--- config.mk ---
export PLATFORM = sky130hd
export DESIGN_NAME = riscv_pipe_ctrl_flat
export DESIGN_NICKNAME = d
export VERILOG_FILES = /design/src/rtl/riscv_pipe_ctrl_pkg.sv /design/src/rtl/riscv_pipe_ctrl_if.sv /design/src/rtl/riscv_pipe_ctrl_decode.sv /design/src/rtl/riscv_pipe_ctrl.sv /design/src/flat_wrapper.sv
export SDC_FILE = /design/constraint.sdc
export NUM_CORES = 1
export LEC_CHECK = 0
export BUFFER_PORTS_ARGS = -buffer_cell sky130_fd_sc_hd__buf_2
export CELL_PAD_IN_SITES_DETAIL_PLACEMENT = 1
export CELL_PAD_IN_SITES_GLOBAL_PLACEMENT = 2
export CORE_ASPECT_RATIO = 0.7
export CORE_MARGIN = 2
export CORE_UTILIZATION = 28
export DETAILED_ROUTE_END_ITERATION = 6
export PLACE_DENSITY = 0.82
export SYNTH_ARGS = -nofsm -noshare
export SYNTH_HDL_FRONTEND = slang
export SYNTH_SLANG_ARGS = --single-unit
--- constraint.sdc ---
create_clock -name clk -period 1.53 [get_ports clk]
set_input_delay 0.0765 -clock clk [delete_from_list [all_inputs] [get_ports clk]]
set_output_delay 0.0765 -clock clk [all_outputs]
set_load 0.01 [all_outputs]
--- src/rtl/riscv_pipe_ctrl_pkg.sv ---
// Shared encodings and control-word layout for the pipelined RV32I control unit.
// Holds opcodes, ALU/immediate/result codes and the branch-condition helper.
package riscv_ctrl_pkg;

    localparam logic [6:0] OP_LOAD   = 7'b0000011;
    localparam logic [6:0] OP_STORE  = 7'b0100011;
    localparam logic [6:0] OP_RTYPE  = 7'b0110011;
    localparam logic [6:0] OP_IALU   = 7'b0010011;
    localparam logic [6:0] OP_BRANCH = 7'b1100011;
    localparam logic [6:0] OP_JAL    = 7'b1101111;
    localparam logic [6:0] OP_JALR   = 7'b1100111;
    localparam logic [6:0] OP_LUI    = 7'b0110111;
    localparam logic [6:0] OP_AUIPC  = 7'b0010111;

    // Native width of the ALU operation code; wider output ports are zero-padded.
    localparam int ALU_OP_W = 4;

    typedef enum logic [ALU_OP_W-1:0] {
        ALU_ADD  = 4'd0,
        ALU_SUB  = 4'd1,
        ALU_AND  = 4'd2,
        ALU_OR   = 4'd3,
        ALU_XOR  = 4'd4,
        ALU_SLT  = 4'd5,
        ALU_SLTU = 4'd6,
        ALU_SLL  = 4'd7,
        ALU_SRL  = 4'd8,
        ALU_SRA  = 4'd9
    } alu_op_e;

    localparam logic [2:0] IMM_I = 3'd0;
    localparam logic [2:0] IMM_S = 3'd1;
    localparam logic [2:0] IMM_B = 3'd2;
    localparam logic [2:0] IMM_J = 3'd3;
    localparam logic [2:0] IMM_U = 3'd4;

    localparam logic [1:0] RES_ALU = 2'b00;
    localparam logic [1:0] RES_MEM = 2'b01;
    localparam logic [1:0] RES_PC4 = 2'b10;
    localparam logic [1:0] RES_IMM = 2'b11;

    typedef struct packed {
        logic       reg_write;
        logic [1:0] result_src;
        logic       mem_write;
        logic       jump;
        logic       jalr_sel;
        logic       branch;
        logic       alu_src;
        alu_op_e    alu_control;
        logic [2:0] funct3;
    } ctrl_word_t;

    typedef struct packed {
        logic       reg_write;
        logic [1:0] result_src;
        logic       mem_write;
    } mem_word_t;

    typedef struct packed {
        logic       reg_write;
        logic [1:0] result_src;
    } wb_word_t;

    // funct3 bit 0 inverts the base condition selected by bits [2:1].
    function automatic logic branch_taken(input logic [2:0] funct3,
                                          input logic zero, input logic lt,
                                          input logic ltu);
        logic base;
        case (funct3[2:1])
            2'b00:   base = zero;
            2'b10:   base = lt;
            2'b11:   base = ltu;
            default: return 1'b0;
        endcase
        return base ^ funct3[0];
    endfunction

endpackage

--- src/rtl/riscv_pipe_ctrl_if.sv ---
// Decode-side inputs and per-stage control outputs of the pipelined control unit.
interface riscv_pipe_ctrl_if #(
    parameter int ALU_CTRL_W = 4,
    parameter int IMM_SRC_W  = 3
);
    logic [6:0]            opD;
    logic [2:0]            funct3D;
    logic                  funct7b5D;
    logic                  FlushE;
    logic                  ZeroE;
    logic                  LtE;
    logic                  LtuE;
    logic [IMM_SRC_W-1:0]  ImmSrcD;
    logic                  IllegalD;
    logic [ALU_CTRL_W-1:0] ALUControlE;
    logic                  ALUSrcE;
    logic                  PCSrcE;
    logic                  PCTgtSrcE;
    logic                  RegWriteE;
    logic                  RegWriteM;
    logic                  RegWriteW;
    logic [1:0]            ResultSrcE;
    logic [1:0]            ResultSrcM;
    logic [1:0]            ResultSrcW;
    logic                  MemWriteM;

    modport master (
        output opD, funct3D, funct7b5D, FlushE, ZeroE, LtE, LtuE,
        input  ImmSrcD, IllegalD, ALUControlE, ALUSrcE, PCSrcE, PCTgtSrcE,
        input  RegWriteE, RegWriteM, RegWriteW,
        input  ResultSrcE, ResultSrcM, ResultSrcW, MemWriteM
    );

    modport slave (
        input  opD, funct3D, funct7b5D, FlushE, ZeroE, LtE, LtuE,
        output ImmSrcD, IllegalD, ALUControlE, ALUSrcE, PCSrcE, PCTgtSrcE,
        output RegWriteE, RegWriteM, RegWriteW,
        output ResultSrcE, ResultSrcM, ResultSrcW, MemWriteM
    );
endinterface

--- src/rtl/riscv_pipe_ctrl_decode.sv ---
// Combinational main decoder + ALU decoder; illegal encodings collapse to a bubble.
module riscv_ctrl_decode
    import riscv_ctrl_pkg::*;
#(
    parameter bit BRANCH_EXT = 1'b1,
    parameter int IMM_SRC_W  = 3
) (
    input  logic [6:0]           op,
    input  logic [2:0]           funct3,
    input  logic                 funct7b5,
    output ctrl_word_t           ctrl,
    output logic [IMM_SRC_W-1:0] imm_src,
    output logic                 illegal
);
    localparam logic [1:0] ALUOP_ADD   = 2'b00;
    localparam logic [1:0] ALUOP_SUB   = 2'b01;
    localparam logic [1:0] ALUOP_FUNCT = 2'b10;

    ctrl_word_t cw;
    logic [1:0] alu_op;
    logic [2:0] imm_sel;
    logic       bad;
    alu_op_e    funct_op;

    always_comb begin
        funct_op = ALU_ADD;
        case (funct3)
            3'b000:  funct_op = (op[5] && funct7b5) ? ALU_SUB : ALU_ADD;
            3'b001:  funct_op = ALU_SLL;
            3'b010:  funct_op = ALU_SLT;
            3'b011:  funct_op = ALU_SLTU;
            3'b100:  funct_op = ALU_XOR;
            3'b101:  funct_op = funct7b5 ? ALU_SRA : ALU_SRL;
            3'b110:  funct_op = ALU_OR;
            default: funct_op = ALU_AND;
        endcase
    end

    always_comb begin
        cw      = '0;
        alu_op  = ALUOP_ADD;
        imm_sel = IMM_I;
        bad     = 1'b0;
        case (op)
            OP_LOAD: begin
                cw.reg_write  = 1'b1;
                cw.alu_src    = 1'b1;
                cw.result_src = RES_MEM;
            end
            OP_STORE: begin
                cw.mem_write = 1'b1;
                cw.alu_src   = 1'b1;
                imm_sel      = IMM_S;
            end
            OP_RTYPE: begin
                cw.reg_write = 1'b1;
                alu_op       = ALUOP_FUNCT;
            end
            OP_IALU: begin
                cw.reg_write = 1'b1;
                cw.alu_src   = 1'b1;
                alu_op       = ALUOP_FUNCT;
            end
            OP_BRANCH: begin
                cw.branch = 1'b1;
                imm_sel   = IMM_B;
                alu_op    = ALUOP_SUB;
                bad       = (funct3[2:1] == 2'b01) || (!BRANCH_EXT && funct3 != 3'b000);
            end
            OP_JAL: begin
                cw.jump       = 1'b1;
                cw.reg_write  = 1'b1;
                cw.result_src = RES_PC4;
                imm_sel       = IMM_J;
            end
            OP_JALR: begin
                cw.jump       = 1'b1;
                cw.jalr_sel   = 1'b1;
                cw.reg_write  = 1'b1;
                cw.alu_src    = 1'b1;
                cw.result_src = RES_PC4;
            end
            OP_LUI: begin
                cw.reg_write  = 1'b1;
                cw.result_src = RES_IMM;
                imm_sel       = IMM_U;
            end
            default: bad = 1'b1;
        endcase
        case (alu_op)
            ALUOP_SUB:   cw.alu_control = ALU_SUB;
            ALUOP_FUNCT: cw.alu_control = funct_op;
            default:     cw.alu_control = ALU_ADD;
        endcase
        cw.funct3 = funct3;
    end

    assign ctrl    = bad ? '0 : cw;
    assign imm_src = IMM_SRC_W'(imm_sel);
    assign illegal = bad;

endmodule

--- src/rtl/riscv_pipe_ctrl.sv ---
// Pipelined RV32I control: decode, E/M/W control registers and branch resolution in E.
module riscv_pipe_ctrl
    import riscv_ctrl_pkg::*;
#(
    parameter int ALU_CTRL_W = 4,
    parameter bit BRANCH_EXT = 1'b1,
    parameter int IMM_SRC_W  = 3
) (
    input logic              clk,
    input logic              reset,
    riscv_pipe_ctrl_if.slave bus
);
    ctrl_word_t d_ctrl;
    ctrl_word_t e_next;
    ctrl_word_t e_reg;
    mem_word_t  m_reg;
    wb_word_t   w_reg;
    logic [ALU_OP_W-1:0] alu_bits_e;

    riscv_ctrl_decode #(
        .BRANCH_EXT (BRANCH_EXT),
        .IMM_SRC_W  (IMM_SRC_W)
    ) u_decode (
        .op       (bus.opD),
        .funct3   (bus.funct3D),
        .funct7b5 (bus.funct7b5D),
        .ctrl     (d_ctrl),
        .imm_src  (bus.ImmSrcD),
        .illegal  (bus.IllegalD)
    );

    always_comb begin
        e_next = d_ctrl;
        if (bus.FlushE)
            e_next = '0;
    end

    // All three stages clear together so a reset mid-stream never lets a write through.
    always_ff @(posedge clk) begin
        if (reset) begin
            e_reg <= '0;
            m_reg <= '0;
            w_reg <= '0;
        end else begin
            e_reg <= e_next;
            m_reg <= '{reg_write: e_reg.reg_write, result_src: e_reg.result_src,
                       mem_write: e_reg.mem_write};
            w_reg <= '{reg_write: m_reg.reg_write, result_src: m_reg.result_src};
        end
    end

    assign alu_bits_e      = e_reg.alu_control;
    assign bus.ALUControlE = ALU_CTRL_W'(alu_bits_e);
    assign bus.ALUSrcE     = e_reg.alu_src;
    assign bus.PCSrcE      = e_reg.jump ||
                             (e_reg.branch && branch_taken(e_reg.funct3, bus.ZeroE,
                                                           bus.LtE, bus.LtuE));
    assign bus.PCTgtSrcE   = e_reg.jalr_sel;
    assign bus.RegWriteE   = e_reg.reg_write;
    assign bus.ResultSrcE  = e_reg.result_src;
    assign bus.RegWriteM   = m_reg.reg_write;
    assign bus.ResultSrcM  = m_reg.result_src;
    assign bus.MemWriteM   = m_reg.mem_write;
    assign bus.RegWriteW   = w_reg.reg_write;
    assign bus.ResultSrcW  = w_reg.result_src;

endmodule

--- src/flat_wrapper.sv ---
// flat-port wrapper written by rule: the top's interface ports become plain ports
module riscv_pipe_ctrl_flat import riscv_ctrl_pkg::*;
#(
    parameter int ALU_CTRL_W = 4,
    parameter bit BRANCH_EXT = 1'b1,
    parameter int IMM_SRC_W  = 3
)
  (clk, reset, bus_opD, bus_funct3D, bus_funct7b5D, bus_FlushE, bus_ZeroE, bus_LtE, bus_LtuE, bus_ImmSrcD, bus_IllegalD, bus_ALUControlE, bus_ALUSrcE, bus_PCSrcE, bus_PCTgtSrcE, bus_RegWriteE, bus_RegWriteM, bus_RegWriteW, bus_ResultSrcE, bus_ResultSrcM, bus_ResultSrcW, bus_MemWriteM);
  riscv_pipe_ctrl_if #(.ALU_CTRL_W(ALU_CTRL_W), .IMM_SRC_W(IMM_SRC_W)) bus_i ();
  input logic clk;
  input logic reset;
  input wire logic [$bits(bus_i.opD)-1:0] bus_opD;
  input wire logic [$bits(bus_i.funct3D)-1:0] bus_funct3D;
  input wire logic [$bits(bus_i.funct7b5D)-1:0] bus_funct7b5D;
  input wire logic [$bits(bus_i.FlushE)-1:0] bus_FlushE;
  input wire logic [$bits(bus_i.ZeroE)-1:0] bus_ZeroE;
  input wire logic [$bits(bus_i.LtE)-1:0] bus_LtE;
  input wire logic [$bits(bus_i.LtuE)-1:0] bus_LtuE;
  output wire logic [$bits(bus_i.ImmSrcD)-1:0] bus_ImmSrcD;
  output wire logic [$bits(bus_i.IllegalD)-1:0] bus_IllegalD;
  output wire logic [$bits(bus_i.ALUControlE)-1:0] bus_ALUControlE;
  output wire logic [$bits(bus_i.ALUSrcE)-1:0] bus_ALUSrcE;
  output wire logic [$bits(bus_i.PCSrcE)-1:0] bus_PCSrcE;
  output wire logic [$bits(bus_i.PCTgtSrcE)-1:0] bus_PCTgtSrcE;
  output wire logic [$bits(bus_i.RegWriteE)-1:0] bus_RegWriteE;
  output wire logic [$bits(bus_i.RegWriteM)-1:0] bus_RegWriteM;
  output wire logic [$bits(bus_i.RegWriteW)-1:0] bus_RegWriteW;
  output wire logic [$bits(bus_i.ResultSrcE)-1:0] bus_ResultSrcE;
  output wire logic [$bits(bus_i.ResultSrcM)-1:0] bus_ResultSrcM;
  output wire logic [$bits(bus_i.ResultSrcW)-1:0] bus_ResultSrcW;
  output wire logic [$bits(bus_i.MemWriteM)-1:0] bus_MemWriteM;
  assign bus_i.opD = bus_opD;
  assign bus_i.funct3D = bus_funct3D;
  assign bus_i.funct7b5D = bus_funct7b5D;
  assign bus_i.FlushE = bus_FlushE;
  assign bus_i.ZeroE = bus_ZeroE;
  assign bus_i.LtE = bus_LtE;
  assign bus_i.LtuE = bus_LtuE;
  assign bus_ImmSrcD = bus_i.ImmSrcD;
  assign bus_IllegalD = bus_i.IllegalD;
  assign bus_ALUControlE = bus_i.ALUControlE;
  assign bus_ALUSrcE = bus_i.ALUSrcE;
  assign bus_PCSrcE = bus_i.PCSrcE;
  assign bus_PCTgtSrcE = bus_i.PCTgtSrcE;
  assign bus_RegWriteE = bus_i.RegWriteE;
  assign bus_RegWriteM = bus_i.RegWriteM;
  assign bus_RegWriteW = bus_i.RegWriteW;
  assign bus_ResultSrcE = bus_i.ResultSrcE;
  assign bus_ResultSrcM = bus_i.ResultSrcM;
  assign bus_ResultSrcW = bus_i.ResultSrcW;
  assign bus_MemWriteM = bus_i.MemWriteM;
  riscv_pipe_ctrl #(.ALU_CTRL_W(ALU_CTRL_W), .BRANCH_EXT(BRANCH_EXT), .IMM_SRC_W(IMM_SRC_W)) u_core (.clk(clk), .reset(reset), .bus(bus_i));
endmodule
Word-level counts from Yosys, hierarchy flattened
Cells that the tools add are included.
{ "word_totals": {"regBits": 22, "latchBits": 0, "ram_bits": 0, "rom_bits": 0, "input_bits": 17, "wordCells": 62, "mem_count": 0} }
{ "classes": {"n_addsub": 0, "multipliers": 0, "div": 0, "order_cmp": 0, "eq_ne": 19, "shift": 0, "n_mux": 16, "bitwise": 1, "n_reduce_logical": 12} }
{ "op_table": {"columns": ["op", "n"], "rows": [
  ["$pmux 4 s7", 1],
  ["$eq 7x6->1 const B", 3],
  ["$eq 7x7->1 const B", 3],
  ["$pmux 3 s4", 1],
  ["$eq 3x3->1 const B", 3],
  ["$mux 1", 9],
  ["$pmux 4 s2", 1],
  ["$eq 7x2->1 const B", 1],
  ["$eq 7x5->1 const B", 1],
  ["$reduce_or 7->1", 1],
  ["$eq 2x2->1 const B", 3],
  ["$eq 3x2->1 const B", 2],
  ["$pmux 2 s3", 1],
  ["$reduce_or 3->1", 2],
  ["$reduce_or 6->1", 1],
  ["$eq 2x1->1 const B", 2],
  ["$pmux 2 s2", 1],
  ["$reduce_or 2->1", 2],
  ["$reduce_or 4->1", 1],
  ["$eq 3x1->1 const B", 1],
  ["$logic_not 3->1", 1],
  ["$pmux 1 s3", 1],
  ["$logic_and 1x1->1", 2],
  ["$logic_not 2->1", 1],
  ["other kinds (3)", 3]
]} }

Logic depth before layout (Yosys ltp)
Gate-level depths: netlist (run 1).
{ "logic_depth": {"ltp_word": 6, "mapped_depth": 8, "mapped_depth_nobuf": 7} }

Modules after synthesis
Synthesis (run 1) repeated with hierarchy kept, for this count alone.
{ "unflattened": {"hier_cells": 122, "hier_area_um2": 1182.4} }
{ "by_module_without_submodules": {"columns": ["module", "instances", "cells_each", "area_per_inst_um2", "seq_area_each_um2"], "rows": [
  ["riscv_pipe_ctrl", 1, 60, 754.5, 440.4],
  ["riscv_ctrl_decode", 1, 62, 427.9, 0.0]
]} }

Worst setup path after synthesis (run 1)
No wires, ideal clock.
{ "synth_timing": {"kind": "input to register", "from": "in bus_opD[3]", "to": "reg u_core.e_reg (netlist bit u_core.bus.ALUControlE[1])", "t_arrival_ns": 1.302, "t_required_ns": 1.438, "slack_ns": 0.136, "path_stages": 7, "path_buffers": 1, "cell_sequence": "buf_4 -> nor2_1 -> nand2_1 -> nor3_1 -> ha_1 -> nand2b_1 -> nor4_1"} }
{ "synth_between": {"elab_chain_cells": 5, "word_cells_on_any_way": 16, "cone_classes": "eq/ne (10); mux (3); reduce/logical (3)"} }
{ "synth_lines": {"columns": ["element", "line", "source"], "rows": [
  ["start, declared", "flat_wrapper.sv:12", "input wire logic [$bits(bus_i.opD)-1:0] bus_opD;"],
  ["$eq 7x5->1 or $eq 7x6->1 (tied branches)", "riscv_pipe_ctrl_decode.sv:44", "case (op)"],
  ["$reduce_or 2->1 (no source line)", null, null],
  ["$pmux 2 s2", "riscv_pipe_ctrl_decode.sv:44", null],
  ["$eq 2x2->1 or $eq 2x1->1 (tied branches)", "riscv_pipe_ctrl_decode.sv:90", "case (alu_op)"],
  ["$pmux 4 s2", "riscv_pipe_ctrl_decode.sv:90", null],
  ["end signal, assigned", "riscv_pipe_ctrl.sv:45", "e_reg <= e_next;"],
  ["end, declared", "riscv_pipe_ctrl.sv:15", "ctrl_word_t e_reg;"]
]} }
Parallel ways exist; a longest one is shown, timed or not.
A chain may end at the register's enable or synchronous reset.

Worst setup path after layout (run 1)
{ "layout_timing": {"from": "in bus_opD[4]", "to": "out bus_IllegalD"} }
{ "layout_between": {"elab_chain_cells": 3, "word_cells_on_any_way": 10, "cone_classes": "eq/ne (8); mux (1); reduce/logical (1)"} }
{ "layout_lines": {"columns": ["element", "line", "source"], "rows": [
  ["$eq 7x6->1 (tied with other cells)", "riscv_pipe_ctrl_decode.sv:44", null],
  ["$reduce_or 7->1 (no source line)", null, null],
  ["$pmux 1 s2 *", "riscv_pipe_ctrl_decode.sv:44", null],
  ["end, declared", "flat_wrapper.sv:20", "output wire logic [$bits(bus_i.IllegalD)-1:0] bus_IllegalD;"]
]} }
Mark *: on every way between the ends. The rest lies on a longest branch, timed or not.

==> impl_summary.txt, run 1 <==
----------------------------------------------------
[Clock tree]
  Root Driver ... sky130_fd_sc_hd__clkbuf_8
  Clock slew at reported path FFs ... 0.08 ns
  Number of sinks handled by clock tree synthesis ... 22
  Clock latency reported for the late side of the worst-skew pair ... approximately 0.27 ns
  Number of buffers created by CTS ... 3
  CTS max path bufs ... 2
  Setup bufs post-CTS ... 0
  H-tree level count ... 1
  CTS tree ... yes

[Placement]
  Cell Count Post-Placement ... 198
  Final Wtd Congestion ... 0.8373
  Post-Place Cell Area ... between 1000 and 1500 um2
  Detailed placement HPWL ... approximately 2200 um
  Buffers on Ports ... 37

[Critical path]
  Maximum fanout along the worst path ... 4
  Category of the most critical setup path ... primary input to output port
  CP endpoint kind ... output port
  Endpoint arrival time on the critical path ... 1.39 ns
  Crit start category ... primary input
  Data required time of the worst path ... 1.45 ns
  Most used cell, CP ... sky130_fd_sc_hd__buf_2
  Standard cell with the maximum stage delay on the critical path ... sky130_fd_sc_hd__or3b_1
  Critical path cell sequence ... buf_2, mux2_2, o311ai_4, or3b_1, buf_2
  Biggest cell delay along the critical path ... about 0.4 ns

[Power]
  P per Cell Area ... 896.2 nW/um2
  Pleak ... 0.6450 nW
  Post-layout total power ... about 1.3 mW
  Peak supply drop ... 0.2911 mV

[STA]
  Final hold violations ... 0
  Count of endpoints failing setup in the final report ... 0
  Shortest clock period the worst path allows after layout ... approximately 1.5 ns
  Transition time at the pin with the least slew margin ... 0.3994 ns
  Final clock period utilization by the worst path ... 95.71%
  Setup TNS Final ... 0 ns
  Pins over their slew limit ... 0
  Headroom to the max-slew limit ... around 73%
  Post-Route Skew ... around 0.0021 ns
  RSZ-0062 raised after global routing ... false
  Achievable Freq ... ~0.68 GHz

[Floorplan]
  CORE AREA ... roughly 3600 um2
  Starting Density ... 30.09%
  Chip Height ... 56.23 um
  Cell row count ... 18
  Floorplan die area ... around 4400 um2
  Horizontal die dimension ... 78.61 um
  I/O pin count ... 38

[Route]
  WL final ... 2946 um
  Post-route DRC violation count ... 0
  Number of vias in the routed layout ... approximately 960
  Number of detailed-route iterations in the first pass ... 4
  Routed wirelength normalized by instance count ... approximately 15 um
  Drt via density ... 4.714
  Starting DRT DRC Count ... 22
  Antenna-violating nets left ... 0

[Global route]
  Aggregate global-route resource usage ... 14.61%
  Largest net degree at the start of global routing ... 14
  Sum of overflow across all layers after global routing ... 0
  Global-route wire length before repair ... approximately 5000 um
  Vias in the first global route ... slightly below 1,000
  Antenna violations before repair ... 0

[Logic synthesis]
  Ys flop type ... sky130_fd_sc_hd__dfxtp_1
  Distinct cell type count of the synthesized netlist ... 38
  Yosys top cell by area ... sky130_fd_sc_hd__dfxtp_1
  Post-Syn Nets ... roughly 130
  Async set-reset flop share out of synthesis ... 0%
  Most frequently used cell type in the post-synthesis netlist ... sky130_fd_sc_hd__dfxtp_1
  Synth warnings ... 0
  Leading cell types by total area after synthesis ... sky130_fd_sc_hd__dfxtp_1 40%, sky130_fd_sc_hd__buf_4 5.5%, sky130_fd_sc_hd__nor2b_1 4.6%
  Count of flip-flops with a built-in enable after synthesis ... 0
  Proportion of synthesized chip area in sequential cells ... between 40% and 50%
  Area share of the largest cell type after synthesis ... between 40% and 50%
  Synthesized flop and latch total ... 22
  Per-instance average area after synthesis ... ~9.7 um2
  Synth Instances ... approximately 110
  Synthesized cell area ... roughly 1100 um2
  Ranking of synthesized cells by instance count ... 22 x sky130_fd_sc_hd__dfxtp_1, 11 x sky130_fd_sc_hd__nor2_1, 8 x sky130_fd_sc_hd__buf_4, 8 x sky130_fd_sc_hd__nand2_1, 8 x sky130_fd_sc_hd__nor2b_1

[Final layout]
  Number of diodes added for antenna fixing ... 0
  Filler cell count ... 426
  Layout Area Growth over Synthesis ... 30.51%
  Fin nets ... ~170
  Final standard cell count with taps included and fillers excluded ... just over 200
  Largest register FFs ... 6
  Fraction of layout cells with a size suffix above 1 ... between 40% and 50%
  Finished Cell Area ... about 1400 um2

[Hold path]
  Type of the worst min-delay path ... primary input to register

[Run status]
  Outcome ... complete, no violations

[Run]
  # Max-Cap Violations ... 0

----------------------------------------------------
[metrics by stage]
stage / hold WS (ns) / utilization, % / setup slack (ns)
floorplan: 0.1481 / - / 0.1360
global placement: 0.2734 / 36.61 / 0.07987
detailed placement: 0.2750 / 36.61 / -0.07043
CTS: 0.02460 / 38.89 / 0.01991
global route: 0.03812 / 39.27 / 0.01602
finish: 0.02438 / 39.27 / 0.06571
[worst max-delay path: cells and delay by family]
family | cells | cell delay (ns)
AOI/OAI and AO/OA | 1 | 0.30
buffers and inverters | 2 | 0.26
muxes | 1 | 0.36
and+or+nand+nor | 1 | 0.39
[report_power, final]
part | switching [mW] | internal, mW
Combinational | 0.0886 | 0.0648
Sequential | 0.000590 | 0.573
Clock | 0.199 | 0.350
Total | 0.288 | 0.988
[layer usage]
metal / track usage [%] / vias to the layer above / wire length (um)
met5: 0 / - / 0
met4: 5.514 / 0 / 60
met3: 3.571 / 7 / 184
met2: 23.32 / 33 / 1354
met1: 19.01 / 452 / 1346
li1: - / 465 / -
[cell type report]
class | instances | area, um2 | share of cell area, %
clock buffers | 3 | 41.29 | 2.900
inverters | 6 | 22.52 | 1.582
well taps | 50 | 62.56 | 4.394
repair buffers | 48 | 276.5 | 19.42
multi-input cells | 73 | 549.3 | 38.58
flip-flops and latches | 22 | 441.7 | 31.02
clock inverters | 1 | 30.03 | 2.109
[final timing paths]
| check | start | endpoint | slack [ns] | depth (start not counted) |
|---|---|---|---|---|
| max | bus_opD[4] | bus_IllegalD | 0.07 | 5 |
| max reg2reg | u_core.bus.RegWriteM | u_core.bus.RegWriteW | 0.99 | 1 |
| min reg2reg | u_core.e_reg[11] | u_core.bus.MemWriteM | 0.45 | 1 |
| min | bus_funct3D[1] | u_core.bus.ALUControlE[3] | 0.02 | 2 |
[kinds of logic (layout without fill, tap and decap cells)]
family / Yosys count / count (layout) / share of synthesized area, %
AO/OA/AOI/OAI: 13 / 13 / 11.70
XOR/XNOR: 2 / 2 / 1.606
adder cells (fa/ha/maj): 2 / 2 / 2.293
buffers and inverters: 17 / 58 / 9.977
flip-flops: 22 / 22 / 40.37
multiplexers: 3 / 3 / 2.867
AND/OR/NAND/NOR: 53 / 53 / 31.19
[placed cells by master (no fill, tap or decap), types with 2 or more instances in the layout]
master / count
sky130_fd_sc_hd__buf_2: 36
sky130_fd_sc_hd__dfxtp_1: 21
sky130_fd_sc_hd__nor2_1: 10
sky130_fd_sc_hd__buf_4: 10
sky130_fd_sc_hd__nand2_1: 8
sky130_fd_sc_hd__nor2b_1: 8
sky130_fd_sc_hd__nor3_1: 5
sky130_fd_sc_hd__inv_1: 5
sky130_fd_sc_hd__nand3_1: 3
sky130_fd_sc_hd__nor4_1: 3
sky130_fd_sc_hd__clkbuf_8: 3
sky130_fd_sc_hd__and2b_2: 2
sky130_fd_sc_hd__nand2b_1: 2
sky130_fd_sc_hd__mux2i_1: 2
sky130_fd_sc_hd__a21oi_1: 2
sky130_fd_sc_hd__xor2_1: 2
sky130_fd_sc_hd__a211oi_2: 2
sky130_fd_sc_hd__nor4_2: 2
sky130_fd_sc_hd__ha_1: 2
[what timing repair did]
action                                 4_1_cts  5_1_grt
hold buffers                                 1        0
gates resized for setup                      1        3
pin swaps                                    0        2
endpoints found under the hold margin        1        0
setup endpoints to repair                    1        3
cloned                                       0        0
Note: power is estimated with default switching activity, not from simulation.
==> inputs of run 2 (changes only) <==
--- a/config.mk
+++ b/config.mk
@@ -10,9 +10,9 @@
 export CELL_PAD_IN_SITES_GLOBAL_PLACEMENT = 2
 export CORE_ASPECT_RATIO = 0.7
 export CORE_MARGIN = 2
-export CORE_UTILIZATION = 28
+export CORE_UTILIZATION = 31
 export DETAILED_ROUTE_END_ITERATION = 6
-export PLACE_DENSITY = 0.82
+export PLACE_DENSITY = 0.89
 export SYNTH_ARGS = -nofsm -noshare
 export SYNTH_HDL_FRONTEND = slang
 export SYNTH_SLANG_ARGS = --single-unit
==> constraint.sdc (replaced) <==
create_clock -name clk -period 1.7 [get_ports clk]
set_input_delay 0.085 -clock clk [delete_from_list [all_inputs] [get_ports clk]]
set_output_delay 0.085 -clock clk [all_outputs]
set_load 0.01 [all_outputs]
==> run 2 against run 1 <==
  * Combinational power is 17% lower
  * Cell count is 3.4% lower
  * Clock power is 10% lower
  * Critical path depth stayed put
  * Via count is 1.1% lower
  * Critical path type unchanged
  * Largest cell class unchanged
  * Largest power group unchanged
  * Highest routed layer unchanged
==> impl_summary.txt, run 2 (synthesized netlist as in run 1, its figures left out) <==
----------------------------------------------------
[Critical path]
  Standard cell with the maximum stage delay on the critical path ... sky130_fd_sc_hd__or3b_1 (unchanged)
  Maximum fanout along the worst path ... 6 (was 4)
  Biggest cell delay along the critical path ... 0.39 ns (about the same)
  Data required time of the worst path ... 1.62 ns (was 1.45 ns)
  Category of the most critical setup path ... primary input to output port (unchanged)
  Most used cell, CP ... sky130_fd_sc_hd__buf_2 (unchanged)
  Critical path cell sequence ... buf_2, mux2_2, o311ai_4, or3b_1, buf_2 (unchanged)
  Crit start category ... primary input (unchanged)
  Endpoint arrival time on the critical path ... 1.48 ns (was 1.39 ns)
  CP endpoint kind ... output port (unchanged)

[Clock tree]
  Number of sinks handled by clock tree synthesis ... 22 (unchanged)
  CTS tree ... yes (unchanged)
  Root Driver ... sky130_fd_sc_hd__clkbuf_8 (unchanged)
  H-tree level count ... 1 (unchanged)
  Number of buffers created by CTS ... 3 (unchanged)
  Clock slew at reported path FFs ... 0.09 ns (was 0.08 ns)
  CTS max path bufs ... 2 (unchanged)
  Gates resized, CTS repair ... 0 (was 1)
  Clock latency reported for the late side of the worst-skew pair ... 0.27 ns (about the same)

[Global route]
  Sum of overflow across all layers after global routing ... 0 (unchanged)
  Largest net degree at the start of global routing ... 14 (unchanged)
  Global-route wire length before repair ... 4505 um (was 4933 um)
  Aggregate global-route resource usage ... 15.40% (was 14.61%)
  Antenna violations before repair ... 0 (unchanged)
  Vias in the first global route ... 959 (was 972)

[STA]
  Post-Route Skew ... 0.008730 ns (was 0.002143 ns)
  Achievable Freq ... 0.6378 GHz
  Final hold violations ... 0 (unchanged)
  Transition time at the pin with the least slew margin ... 0.3899 ns (was 0.3994 ns)
  RSZ-0062 raised after global routing ... false (unchanged)
  Final clock period utilization by the worst path ... ~92%
  Setup TNS Final ... 0 ns (unchanged)
  Pins over their slew limit ... 0 (unchanged)
  Headroom to the max-slew limit ... 73.95% (was 73.13%)
  Count of endpoints failing setup in the final report ... 0 (unchanged)
  Shortest clock period the worst path allows after layout ... around 1.6 ns

[Power]
  Cell internal pwr ... 0.8820 mW (was 0.9876 mW)
  Sw Share ... 22.32% (was 22.60%)
  Peak supply drop ... 0.2711 mV (was 0.2911 mV)
  Comb power frac ... 11.2% (was 12.0%)
  P per Cell Area ... 825.7 nW/um2 (was 896.2 nW/um2)
  Part of the power in the clock network ... 43.3% (was 43.0%)
  Pleak ... 0.6235 nW (was 0.6450 nW)
  Part of the total power dissipated in sequential elements ... 45.5% (was 45.0%)
  Switching pwr ... 0.2535 mW (was 0.2884 mW)

[Final layout]
  Fin nets ... 169 (was 173)
  Leading cell types in the layout, fill and taps excluded ... 37 x sky130_fd_sc_hd__buf_2, 22 x sky130_fd_sc_hd__dfxtp_1, 11 x sky130_fd_sc_hd__nor2_1 (was 36 x sky130_fd_sc_hd__buf_2, 21 x sky130_fd_sc_hd__dfxtp_1, 10 x sky130_fd_sc_hd__nor2_1, 10 x sky130_fd_sc_hd__buf_4)
  Commonest non-fill, non-tap cell in the layout ... sky130_fd_sc_hd__buf_2 (unchanged)
  Layout Area Growth over Synthesis ... 26.03% (was 30.51%)
  Number of diodes added for antenna fixing ... 0 (unchanged)
  Largest register FFs ... 6 (unchanged)
  Finished Cell Area ... 1375 um2 (was 1424 um2)
  Fraction of layout cells with a size suffix above 1 ... 42.28% (was 45.75%)

[Floorplan]
  CORE AREA ... 3254 um2 (was 3626 um2)
  Chip Height ... 53.64 um (was 56.23 um)
  I/O pin count ... 38 (unchanged)
  Horizontal die dimension ... 74.91 um (was 78.61 um)
  Starting Density ... 33.53% (was 30.09%)
  Floorplan die area ... 4018 um2 (was 4420 um2)
  Cell row count ... 17 (was 18)

[Route]
  Routed wirelength normalized by instance count ... 14.47 um (was 14.51 um)
  Post-route DRC violation count ... 0 (unchanged)
  Drt via density ... 4.827 (was 4.714)
  Number of vias in the routed layout ... 946 (was 957)
  Starting DRT DRC Count ... 8 (was 22)
  Antenna-violating nets left ... 0 (unchanged)
  Number of detailed-route iterations in the first pass ... 4 (unchanged)
  WL final ... 2837 um (was 2946 um)

[Run]
  # Max-Cap Violations ... 0 (unchanged)

[Placement]
  Buffers on Ports ... 37 (unchanged)
  Detailed placement HPWL ... 2180 um (was 2245 um)
  Post-Place Cell Area ... 1294 um2 (was 1328 um2)
  Final Wtd Congestion ... 0.8098 (was 0.8373)

[Run status]
  Outcome ... complete, no violations (unchanged)

[Hold path]
  Type of the worst min-delay path ... primary input to register (unchanged)

----------------------------------------------------
[run 2: final cells by class]
type / count / area, um2
repair buffers: 44 / 240.2
flip-flops and latches: 22 / 440.4
fillers: 386 / 1879
clock inverters: 1 / 30.03
inverters: 6 / 22.52
well taps: 47 / 58.81
multi-input cells: 73 / 541.8
clock buffers: 3 / 41.29
[run 2: path summary, 6_finish.rpt]
| kind | cells after the start | slack [ns] | to | startpoint |
|---|---|---|---|---|
| worst max register to register | 1 | 1.16 | u_core.bus.ResultSrcM[1] | u_core.bus.ResultSrcE[1] |
| worst min-delay path | 2 | 0.04 | u_core.bus.ALUControlE[3] | bus_funct3D[1] |
| worst min register to register | 1 | 0.47 | u_core.bus.ResultSrcW[0] | u_core.bus.ResultSrcM[0] |
| worst max-delay path | 5 | 0.13 | bus_IllegalD | bus_opD[4] |
[run 2: what timing repair did]
| action | 4_1_cts | 5_1_grt |
|---|---|---|
| hold buffers | 1 | 0 |
| setup buffers | 0 | 0 |
| endpoints found under the hold margin | 1 | 0 |
[run 2: power groups by stage]
stage | registers [mW] | clock network, mW | logic, mW
finish | 0.516 | 0.492 | 0.127
global route | 0.517 | 0.519 | 0.140
CTS | 0.516 | 0.504 | 0.127
floorplan | 0.529 | 0 | 0.0762
global placement | 0.529 | 0 | 0.118
detailed placement | 0.529 | 0 | 0.123
[run 2: critical path: cells and delay by family]
family	cells	cell delay, ns
and+or+nand+nor	1	0.39
muxes	1	0.37
buffers and inverters	2	0.28
AOI/OAI and AO/OA	1	0.36
[run 2: metal layers]
layer | share of wire, % | GRT usage [%] | vias to the layer above
li1 | - | - | 457
met1 | 47 | 18.15 | 444
met2 | 45 | 25.44 | 34
met3 | 4.6 | 3.745 | 11
met4 | 3.4 | 9.524 | 0
met5 | 0 | 0 | -
[run 2: through the flow]
stage | util (%) | hold WS [ns] | worst slack (ns) | power (mW) | instances
after global routing | 42.25 | 0.04287 | 0.06150 | 1.175 | 196
after global placement | 39.75 | 0.2856 | 0.1468 | 0.6469 | 191
after detailed placement | 39.75 | 0.2867 | 0.001562 | 0.6514 | 191
after floorplan | - | 0.1566 | 0.2975 | 0.6049 | 112
after CTS | 42.25 | 0.03028 | 0.1203 | 1.147 | 196
final | 42.25 | 0.03641 | 0.1320 | 1.135 | 196
